--- config.mk ---
export PLATFORM = sky130hd
export DESIGN_NAME = prog_loader
export DESIGN_NICKNAME = d
export VERILOG_FILES = /design/src/rtl/prog_loader_pkg.sv /design/src/rtl/prog_loader_word_assembler.sv /design/src/rtl/prog_loader.sv
export SDC_FILE = /design/constraint.sdc
export NUM_CORES = 1
export LEC_CHECK = 0
export ABC_AREA = 0
export BUFFER_PORTS_ARGS = -buffer_cell sky130_fd_sc_hd__clkbuf_2
export CORE_MARGIN = 3
export CORE_UTILIZATION = 40
export DETAILED_ROUTE_END_ITERATION = 8
export GPL_ROUTABILITY_DRIVEN = 0
export PLACE_DENSITY_LB_ADDON = 0.1
export SLEW_MARGIN = 20
export SYNTH_ARGS = -nofsm -noshare
export SYNTH_HDL_FRONTEND = slang
export SYNTH_HIERARCHICAL = 1
export SYNTH_SLANG_ARGS = --single-unit
--- constraint.sdc ---
create_clock -name clock -period 4.1 [get_ports clock]
set_clock_uncertainty 0.05 [all_clocks]
set_input_delay 0.205 -clock clock [delete_from_list [all_inputs] [get_ports clock]]
set_output_delay 0.205 -clock clock [all_outputs]
set_load 0.01 [all_outputs]
--- src/rtl/prog_loader_pkg.sv ---
// Shared definitions for the instruction-memory program loader.
// Holds the loader state encoding, the default instruction-memory
// word-address width and the byte order used when packing received
// bytes into 32-bit instruction words.
package prog_loader_pkg;

    typedef enum logic [1:0] {
        ST_IDLE  = 2'd0,
        ST_RECV  = 2'd1,
        ST_WRITE = 2'd2,
        ST_DONE  = 2'd3
    } load_state_t;

    // Word address width of the instruction memory (PC[15:2]).
    localparam int ADDR_W_DEFAULT = 14;

    // First received byte lands in bits 31:24 when set.
    localparam bit BYTE_ORDER_BIG = 1'b1;

    // Bit offset of the byte lane that byte number idx occupies.
    function automatic logic [4:0] byte_lane(input logic [1:0] idx);
        if (BYTE_ORDER_BIG) begin
            return 5'd24 - {idx, 3'b000};
        end
        return {idx, 3'b000};
    endfunction

endpackage

--- src/rtl/prog_loader_word_assembler.sv ---
// word_assembler: packs a stream of bytes into 32-bit words.
// Ports:
//   clock, reset   - clock and synchronous active-high reset
//   clear          - restart at byte 0 (new load session)
//   byte_in        - byte to store
//   byte_valid     - store byte_in into the current lane this cycle
//   index          - lane the next byte will be written to
//   word           - assembled word register
//   full           - the byte being stored this cycle completes a word
module word_assembler
    import prog_loader_pkg::*;
(
    input  logic        clock,
    input  logic        reset,
    input  logic        clear,
    input  logic [7:0]  byte_in,
    input  logic        byte_valid,
    output logic [1:0]  index,
    output logic [31:0] word,
    output logic        full
);

    logic [1:0]  idx_r;
    logic [31:0] word_r;

    always_ff @(posedge clock) begin
        if (reset) begin
            idx_r  <= 2'd0;
            word_r <= 32'd0;
        end else if (clear) begin
            idx_r <= 2'd0;
        end else if (byte_valid) begin
            word_r[byte_lane(idx_r) +: 8] <= byte_in;
            // Natural 2-bit wrap puts the index back at lane 0 after
            // the fourth byte, ready for a byte arriving in WRITE.
            idx_r <= idx_r + 2'd1;
        end
    end

    assign index = idx_r;
    assign word  = word_r;
    assign full  = byte_valid && (idx_r == 2'd3);

endmodule

--- src/rtl/prog_loader.sv ---
// prog_loader: loads a program received over a UART byte stream into
// the instruction memory through its second (write) port, holding the
// CPU fetch stage in reset while loading.
// Ports:
//   clock, reset  - clock and synchronous active-high reset
//   start         - one-cycle pulse requesting a load session
//   rx_byte       - received byte, qualified by rx_valid
//   rx_valid      - one-cycle strobe for rx_byte
//   mem_we        - instruction-memory write enable
//   mem_addr      - word address (PC[15:2] indexing)
//   mem_wdata     - instruction word being written
//   cpu_reset     - reset to fetch stage / PC register
//   busy          - session active
//   done          - session finished, until next start or reset
//   err           - session ended with a partial word (valid while done)
//   word_count    - words written in the current or last session
//
// state    | meaning
// ---------+-----------------------------------------------------
// ST_IDLE  | no session since reset; waiting for start
// ST_RECV  | collecting bytes, idle timer running
// ST_WRITE | one-cycle write of the assembled word
// ST_DONE  | session ended; waiting for start
module prog_loader
    import prog_loader_pkg::*;
#(
    parameter int ADDR_W      = ADDR_W_DEFAULT,
    parameter int IDLE_CYCLES = 100000
) (
    input  logic              clock,
    input  logic              reset,
    input  logic              start,
    input  logic [7:0]        rx_byte,
    input  logic              rx_valid,
    output logic              mem_we,
    output logic [ADDR_W-1:0] mem_addr,
    output logic [31:0]       mem_wdata,
    output logic              cpu_reset,
    output logic              busy,
    output logic              done,
    output logic              err,
    output logic [ADDR_W:0]   word_count
);

    localparam int IDLE_W = (IDLE_CYCLES > 1) ? $clog2(IDLE_CYCLES) : 1;
    localparam logic [IDLE_W-1:0] IDLE_LAST = IDLE_W'(IDLE_CYCLES - 1);

    load_state_t       state;
    logic [IDLE_W-1:0] idle_cnt;
    logic              addr_last;
    logic              session_start;
    logic              accept;
    logic [1:0]        asm_index;
    logic [31:0]       asm_word;
    logic              asm_full;

    assign addr_last     = &mem_addr;
    assign session_start = start && ((state == ST_IDLE) || (state == ST_DONE));
    // A byte arriving during WRITE starts the next word, unless this
    // write fills the last address and the session is about to end.
    assign accept        = rx_valid &&
                           ((state == ST_RECV) || ((state == ST_WRITE) && !addr_last));

    word_assembler u_word_assembler (
        .clock      (clock),
        .reset      (reset),
        .clear      (session_start),
        .byte_in    (rx_byte),
        .byte_valid (accept),
        .index      (asm_index),
        .word       (asm_word),
        .full       (asm_full)
    );

    always_ff @(posedge clock) begin
        if (reset) begin
            state      <= ST_IDLE;
            mem_we     <= 1'b0;
            mem_addr   <= '0;
            word_count <= '0;
            idle_cnt   <= '0;
            busy       <= 1'b0;
            done       <= 1'b0;
            err        <= 1'b0;
        end else begin
            case (state)
                ST_IDLE, ST_DONE: begin
                    if (start) begin
                        state      <= ST_RECV;
                        mem_addr   <= '0;
                        word_count <= '0;
                        idle_cnt   <= '0;
                        err        <= 1'b0;
                        done       <= 1'b0;
                        busy       <= 1'b1;
                    end
                end
                ST_RECV: begin
                    if (rx_valid) begin
                        idle_cnt <= '0;
                        if (asm_full) begin
                            state  <= ST_WRITE;
                            mem_we <= 1'b1;
                        end
                    end else if (idle_cnt == IDLE_LAST) begin
                        state <= ST_DONE;
                        busy  <= 1'b0;
                        done  <= 1'b1;
                        err   <= (asm_index != 2'd0);
                    end else begin
                        idle_cnt <= idle_cnt + IDLE_W'(1);
                    end
                end
                ST_WRITE: begin
                    mem_we     <= 1'b0;
                    word_count <= word_count + (ADDR_W + 1)'(1);
                    if (rx_valid) begin
                        idle_cnt <= '0;
                    end
                    if (addr_last) begin
                        // Memory full: end here rather than wrap onto word 0.
                        state <= ST_DONE;
                        busy  <= 1'b0;
                        done  <= 1'b1;
                        err   <= 1'b0;
                    end else begin
                        mem_addr <= mem_addr + ADDR_W'(1);
                        state    <= ST_RECV;
                    end
                end
                default: begin
                    state <= ST_IDLE;
                end
            endcase
        end
    end

    assign mem_wdata = asm_word;
    assign cpu_reset = reset | busy;

endmodule

* Word-level counts from Yosys, hierarchy flattened
Cells that the tools add are included.
** Word-level totals
- Output and inout port bits :: 66
- Memory bits (read-only) :: 0
- Latch bits :: 0
- Bits in writable memories :: 0
- Memories kept :: 0
- Register bits :: 86
** Cells by class
- Reductions and logical operators :: 21
- Bitwise logic cells :: 2
- Magnitude comparators :: 0
- Equal/unequal tests :: 16
- Add/subtract/negate cells :: 6
- $mul :: 0
- Multiplexer cells :: 40
- Div/mod/pow operators :: 0
- Shift operators :: 2
** Operators with widths (number)
- $mux W17 :: 4
- $pmux W17 S3 :: 1
- $bwmux W32 :: 1
- $shift A8 B7 Y32 const A :: 1
- $shiftx A8 B7 Y32 :: 1
- $pmux W15 S2 :: 1
- $mux W14 :: 2
- $pmux W14 S2 :: 1
- $mux W5 :: 4
- $add A17 B1 Y17 const B :: 1
- $eq A17 B17 Y1 const B :: 1
- $add A15 B1 Y15 const B :: 1
- $mux W1 :: 15
- $mux W15 :: 1
- $add A14 B1 Y14 const B :: 1
- $ne A2 B2 Y1 const B :: 7
- $reduce_and A14 Y1 :: 1
- $reduce_and A3 Y1 :: 4
- $mux W2 :: 5
- $pmux W1 S3 :: 3
- $neg A5 Y7 :: 1
- $eq A2 B2 Y1 const B :: 3
- $ne A3 B3 Y1 const B :: 2
- $pmux W2 S3 :: 1
- other kinds (16) :: 24

* Logic depth before layout (Yosys ltp)
Gate-level depths: netlist of the first run.
- Depth after elaboration :: 15
- Depth in mapped cells :: 12

* Hierarchy
The synthesis of the first run kept the hierarchy.
** Modules (own cells, without submodules)
- prog_loader :: cells an instance 337, area an instance 2741.4 um^2, sequential area each 1041.0 um^2, times used 1
- word_assembler :: cells an instance 122, area an instance 1323.8 um^2, sequential area each 680.7 um^2, times used 1

* Worst setup path before layout of the first run
No wires, ideal clock.
- Kind :: register to register
- Start point :: reg mem_addr[0]
- End point :: reg state[1]
- Stages on the path, launching flop included :: 12
- Buffers on the path :: 1
- Data arrival time :: 2.481 ns
- Period minus slack after synthesis :: 2.652 ns
- Path slack :: 1.448 ns
- Path through :: dfxtp_1 -> ha_1 -> nand3_1 -> nor4_1 -> nand2b_1 -> a21boi_0 -> buf_4 -> and2_1 -> nand2_1 -> nand2_1 -> o21ai_0 -> mux2_2
** On the way
- Word-level cells in the longest chain between the ends :: 8
- Elaborated cells on any way between the ends :: 10
- Classes of those cells :: eq/ne (1); mux (2); reduce/logical (7)
** Ends and longest elaborated chain
- from (decl) :: line prog_loader.sv:36 : output logic [ADDR_W-1:0] mem_addr,
- from (signal assigned) :: line prog_loader.sv:127 : mem_addr <= mem_addr + ADDR_W'(1);
- $reduce_and A14 Y1 :: line prog_loader.sv:57 : assign addr_last = &mem_addr;
- $logic_not A1 Y1 :: line prog_loader.sv:62 : ((state == ST_RECV) || ((state == ST_WRITE) && !addr_last));
- $logic_and A1 B1 Y1 :: line prog_loader.sv:62
- $logic_or A1 B1 Y1 :: line prog_loader.sv:62
- $logic_and A1 B1 Y1 :: line prog_loader.sv:61 : assign accept = rx_valid &&
- named net accept :: line prog_loader.sv:52 : logic accept;
- $logic_and A1 B1 Y1 :: line prog_loader_word_assembler.sv:42 : assign full = byte_valid && (idx_r == 2'd3);
- named net asm_full :: line prog_loader.sv:55 : logic asm_full;
- $ne A3 B3 Y1 (no source line)
- $reduce_and A3 Y1 (no source line)
- to (signal assigned) :: line prog_loader.sv:77 : state <= ST_IDLE;
- to (signal assigned) :: line prog_loader.sv:89 : state <= ST_RECV;
- to (signal assigned) :: line prog_loader.sv:102 : state <= ST_WRITE;
- to (decl) :: line prog_loader.sv:48 : load_state_t state;
The timed path passes the listed nets, and every way through them passes these cells.
A chain may end at the register's enable or synchronous reset.

* Final worst setup path of the first run
- Start point :: reg state[0]
- End point :: reg u_word_assembler.word_r[18], in the netlist u_word_assembler/word[18]
** On the way
- Word-level cells in the longest chain between the ends :: 5
- Elaborated cells on any way between the ends :: 11
- Classes of those cells :: eq/ne (3); bitwise (1); reduce/logical (7)
** Ends and longest elaborated chain
- $eq A2 B2 Y1 :: line prog_loader.sv:62
- $logic_and A1 B1 Y1 :: line prog_loader.sv:62
- $logic_or A1 B1 Y1 (*) :: line prog_loader.sv:62
- $logic_and A1 B1 Y1 (*) :: line prog_loader.sv:61
- named net accept :: line prog_loader.sv:52
- $reduce_and A2 Y1 (no source line) (*)
- to (signal, indexed assignment) :: line prog_loader_word_assembler.sv:33 : word_r[byte_lane(idx_r) +: 8] <= byte_in;
- to (decl) :: line prog_loader_word_assembler.sv:24 : logic [31:0] word_r;
Mark *: on every way through the listed nets, which the timed path passes. The rest lies on a longest branch.

==> reports/results.txt, run 1 <==
Status: finished clean
Area after DPL: 4520 µm²
H-tree depth: 3
Pins over their slew limit: 0
Startpoint Class: register
Most frequent cells in the layout: dfxtp_1 (86), clkbuf_2 (77), nand2_1 (45)
Worst-Margin Slew: 866 ps
Fin. Hold Viols: 0
YS warnings: 6
Sequential share of the synthesized area: 42.4%
Core Area: 9820 µm²
Yosys reg bits: 86
WL final: 9980 µm
Clock power frac: 34.7%
Crit path buffers/inverters: 1
# DRC: 0
Clock sink count: 86
Main combinational cell family by area after synthesis: simple AND/OR/NAND/NOR gates
Initial antenna violation count: 0
DRT iter0 DRCs: 177
Largest net degree at the start of global routing: 41
Initial Utilization: 41.4%
Vias in the first global route: 3,413
EDFF count, synth: 0
Hold Crit Class: primary input to register
Worst-skew pair later-pin latency: 350 ps
Fin crit share: 77.5%
Via count: 3,677
Post-layout util: 48.3%
Final instance area: 4740 µm²
Post-synthesis simple-gate area fraction: 25.2%
Total GRT Usage: 18.0%
Primary FF master, synth: dfxtp_1
Slew HR: 42.3%
Setup TNS: 0 ps
Fmax: 315 MHz
Share of cells above drive strength 1: 21.4%
Drt via density: 5.52
Chip width: 107 µm
Adder-Cell Fraction of Synth Area: 3.08%
Hold buffer count at CTS: 0
Final setup margin: 922 ps
PwrDens: 403 nW/µm²
Tmin final: 3180 ps
Cell Chain, Critical Path: inv_1, ha_1, nand2b_1, a21boi_0, nor4bb_2, and4b_1, a22o_1
Register share of total power: 46.2%
Dpl ws: 981 ps
Max clock buf depth: 2
Synth-to-layout area growth: 16.7%
GR Overflow Total: 0
Peak VDD IR: 0.165 mV
Cell-internal power: 0.00133 W
Final setup violation count: 0
Crit path arrival time: 3420 ps
Dpl hpwl: 7160 µm
Post-CTS Setup Repair Bufs: 0
RSZ-0062 raised after global routing: no
First-pass GRT wire length: 16,900 µm
Routed Antenna Nets: 0
Crit path largest cell delay: 730 ps
Compound-Gate Fraction of Synth Area: 22.0%
Mapped Cells: 459
Syn Area/Cell: 8.86 µm²
I/O pin total: 78
Net Sw Frac: 30.5%
Combinational share of power: 19.2%
CP max stage cell: ha_1
Antenna Cells: 0
CTS clk-pin slew, worst paths: 90 ps
Post-synthesis xor/xnor area fraction: 2.15%
Root Driver: clkbuf_8
# port buffers: 77
Critical path type: register to register
Full die area: 11,400 µm²
Commonest non-fill, non-tap cell in the layout: dfxtp_1
# resized after CTS: 0
Mapped cell area: 4070 µm²
CTS tree: done
Cts bufs inserted: 9
Post-synthesis mux area share: 1.63%
1st-pass router iterations: 4
Worst Path Required: 4340 ps
CP max FO: 23
Mapped Nets: 481
WHS: 54.6 ps
Post-synth cell types: 67
Cell family with most CP delay: simple AND/OR/NAND/NOR gates
Final net count: 550
WL/cell: 15.0 µm
Maxcap violations: 0
Switching Power: 0.000583 W
Leak Pwr: 1.71 nW
Post-synth ARST share: 0%
Cell Rows: 36
Crit. End Element: register
Die Y: 107 µm
## area by class of cell
class / count / area [µm²]
multi-input cells: 342 / 2200
clock inverters: 7 / 97.6
fillers: 1027 / 5080
well taps: 133 / 166
inverters: 11 / 41.3
flip-flops and latches: 86 / 1720
clock buffers: 9 / 124
repair buffers: 78 / 393
## worst paths after layout
check / slack [ps] / cells after the start / endpoint / from
hold / removal: 50 / 3 / u_word_assembler/word[30] / rx_byte[6]
hold reg to reg: 410 / 2 / u_word_assembler/word[31] / u_word_assembler/word[31]
setup / recovery: 920 / 7 / u_word_assembler/word[18] / state[0]
setup reg to reg: 920 / 7 / u_word_assembler/word[18] / state[0]
## routing by layer
metal | vias to the layer above | track usage, % | wire length, µm
met5 | - | 0 | 0
met4 | 0 | 5.94 | 68
met3 | 4 | 3.49 | 328
met2 | 73 | 27.8 | 4610
met1 | 1746 | 25.3 | 4970
li1 | 1854 | - | -
## stage by stage
stage / cells / total power (W)
CTS: 666 / 0.00194
global placement: 650 / 0.00127
detailed placement: 650 / 0.00127
finish: 666 / 0.00191
floorplan: 459 / 0.00118
global route: 666 / 0.00202
## cell usage after synthesis, drive strengths merged (10+ instances only)
cell	n	area [µm²]
a21oi	38	201
a22o	24	210
a311oi	12	105
buf	10	66.3
clkbuf	10	37.5
dfxtp	86	1720
ha	10	125
inv	11	41.3
nand2	45	169
nand3	26	130
nor2	28	105
nor2b	10	65.1
nor3	15	86.3
o21ai	24	124
## sequential cells by signal, summed over array words and instances (netlist names)
register and flops:
word_count 15, idle_cnt 17, done 1, u_word_assembler/index 2
mem_we 1, state 2, u_word_assembler/word 32, busy 1
mem_addr 14, err 1
## logic make-up after synthesis
logic type | count (synthesis)
AOI/OAI and AO/OA | 130
xor gates and xnor gates | 10
adders and majority gates | 10
buffers and inverters | 31
DFF | 86
muxes | 6
and+or+nand+nor | 186
## power by group through the flow
stage | Sequential, W | Clock, W | Combinational [W]
5_1_grt | 0.000888 | 0.000719 | 0.000411
4_1_cts | 0.000883 | 0.000689 | 0.000369
3_3_place_gp | 0.000902 | 0 | 0.000367
3_5_place_dp | 0.000903 | 0 | 0.000367
6_report | 0.000882 | 0.000663 | 0.000366
2_1_floorplan | 0.000906 | 0 | 0.000273
## worst min-delay path: cells and delay by family
kind                   cells  cell delay, ps
AO/OA/AOI/OAI              1              60
AND/OR/NAND/NOR            1              60
buffers and inverters      1              90
No activity file was read; power rests on OpenSTA's default activity.
==> run 2: changes to the inputs <==
clock period = 2.6 ns   (was 4.1 ns; I/O delays follow)
==> reports/results.txt, run 2 (synthesized netlist as in run 1, its figures left out) <==
Tmin final: 2380 ps
Drt via density: 5.58
Commonest non-fill, non-tap cell in the layout: dfxtp_1
Crit. End Element: register
WL/cell: 15.0 µm
Crit path largest cell delay: 370 ps
Final setup margin: 222 ps
Area after DPL: 4650 µm²
Post-CTS Setup Repair Bufs: 0
Total GRT Usage: 18.4%
Critical path type: register to register
Reg2Reg Capture Point: u_word_assembler/word[0]
Initial Utilization: 41.4%
Critical R2R Launch: mem_addr[1]
Core Area: 9820 µm²
Antenna Cells: 0
Fin. Hold Viols: 0
Share of cells above drive strength 1: 23.9%
I/O pin total: 78
Fmax: 420 MHz
PwrDens: 611 nW/µm²
Final net count: 574
Clock sink count: 86
Via count: 3,848
# port buffers: 77
Slew HR: 64.5%
Worst Hold Endpoint: word_count[0]
Setup TNS: 0 ps
CP max stage cell: a21oi_2
Peak VDD IR: 0.261 mV
Largest net degree at the start of global routing: 28
Vias in the first global route: 3,504
Hold Crit Class: primary input to register
Dpl hpwl: 7490 µm
First-pass GRT wire length: 17,200 µm
Initial antenna violation count: 0
Cts bufs inserted: 9
Maxcap violations: 0
GR Overflow Total: 0
Startpoint Class: register
DRT iter0 DRCs: 178
Pins over their slew limit: 0
Final instance area: 4950 µm²
Max reg flops: 32
Cell Chain, Critical Path: ha_1, nand3_1, nor4_2, nand2b_1, a21boi_0, buf_4, nor2b_2, a21oi_2, a22o_1
Fin crit share: 91.5%
Root Driver: clkbuf_8
Most frequent cells in the layout: dfxtp_1 (86), clkbuf_2 (77), nand2_1 (45)
Crit path arrival time: 2630 ps
Reg2reg setup slack: 220 ps
Cell family with most CP delay: simple AND/OR/NAND/NOR gates
Final Power: 0.00302 W
Crit path buffers/inverters: 1
H-tree depth: 3
Leak Pwr: 1.83 nW
Max clock buf depth: 2
Routed Antenna Nets: 0
Cell Rows: 36
Hold Crit Start: start
Dpl ws: 144 ps
Hold-critical path depth: 3
RSZ-0062 raised after global routing: no
Chip width: 107 µm
1st-pass router iterations: 4
CTS clk-pin slew, worst paths: 100 ps
Status: finished clean
Worst-skew pair later-pin latency: 350 ps
# DRC: 0
Worst-Margin Slew: 528 ps
CTS tree: done
Synth-to-layout area growth: 21.7%
WL final: 10,300 µm
Full die area: 11,400 µm²
Die Y: 107 µm
Worst Path Required: 2860 ps
Final setup violation count: 0
CP max FO: 8
Worst Reg-to-Reg Cells: 9
-- run 2: cell types whose count changed in the layout (fill, tap and decap cells not counted), sizes merged --
cell,before,now
bufinv,2,1
clkinvlp,2,1
buf,1,17
inv,12,14
dlygate4sd3,0,8
-- run 2: through the flow --
stage	instances	util (%)	hold WS, ps
floorplan	459	-	232
finish	690	50.4	135
detailed placement	666	47.3	349
global route	690	50.4	179
CTS	690	50.3	128
global placement	666	47.3	349
-- run 2: final cells by class --
type	count	area, µm²
clock inverter	7	91.3
sequential	86	1720
clock buffer	9	124
tap	133	166
multi-input combinational	342	2210
fill	990	4870
inverter	11	41.3
timing repair buffer	102	593
-- run 2: repair_timing --
item | CTS | global route
hold buffers | 8 | 0
gates resized for setup | 0 | 3
setup endpoints to repair | 0 | 20
hold endpoints to repair | 8 | 0
-- run 2: how the worst max path moves through the flow --
stage                     slack (ps)  cells past startpoint                        end   startpoint
after detailed placement         140                     10                   state[1]  mem_addr[0]
after CTS                        120                     10                   state[1]  mem_addr[0]
final                            220                      9   u_word_assembler/word[0]  mem_addr[1]
after global placement           240                     10                   state[1]  mem_addr[0]
after global routing              10                      9  u_word_assembler/word[15]  mem_addr[1]
after floorplan                   40                     11                   state[1]  mem_addr[0]
-- run 2: routing by layer --
metal	part of all wire [%]	track usage, %	wire length, µm
met1	49	26.1	5120
met2	44	28.8	4590
met5	0	0	0
met4	1.4	5.84	144
met3	4.7	2.89	489
-- run 2: power breakdown --
part | total (W) | switching [W] | internal [W]
registers | 0.00139 | 0.0000297 | 0.00136
logic | 0.000631 | 0.000403 | 0.000228
clock network | 0.00101 | 0.000539 | 0.000468
total | 0.00302 | 0.000972 | 0.00205
-- run 2: worst reg2reg max path, cell delays in order, from the launching register on --
cell	delay (ps)
dfxtp_1	350
ha_1	200
nand3_1	160
nor4_2	300
nand2b_1	200
a21boi_0	120
buf_4	180
nor2b_2	190
a21oi_2	370
a22o_1	220
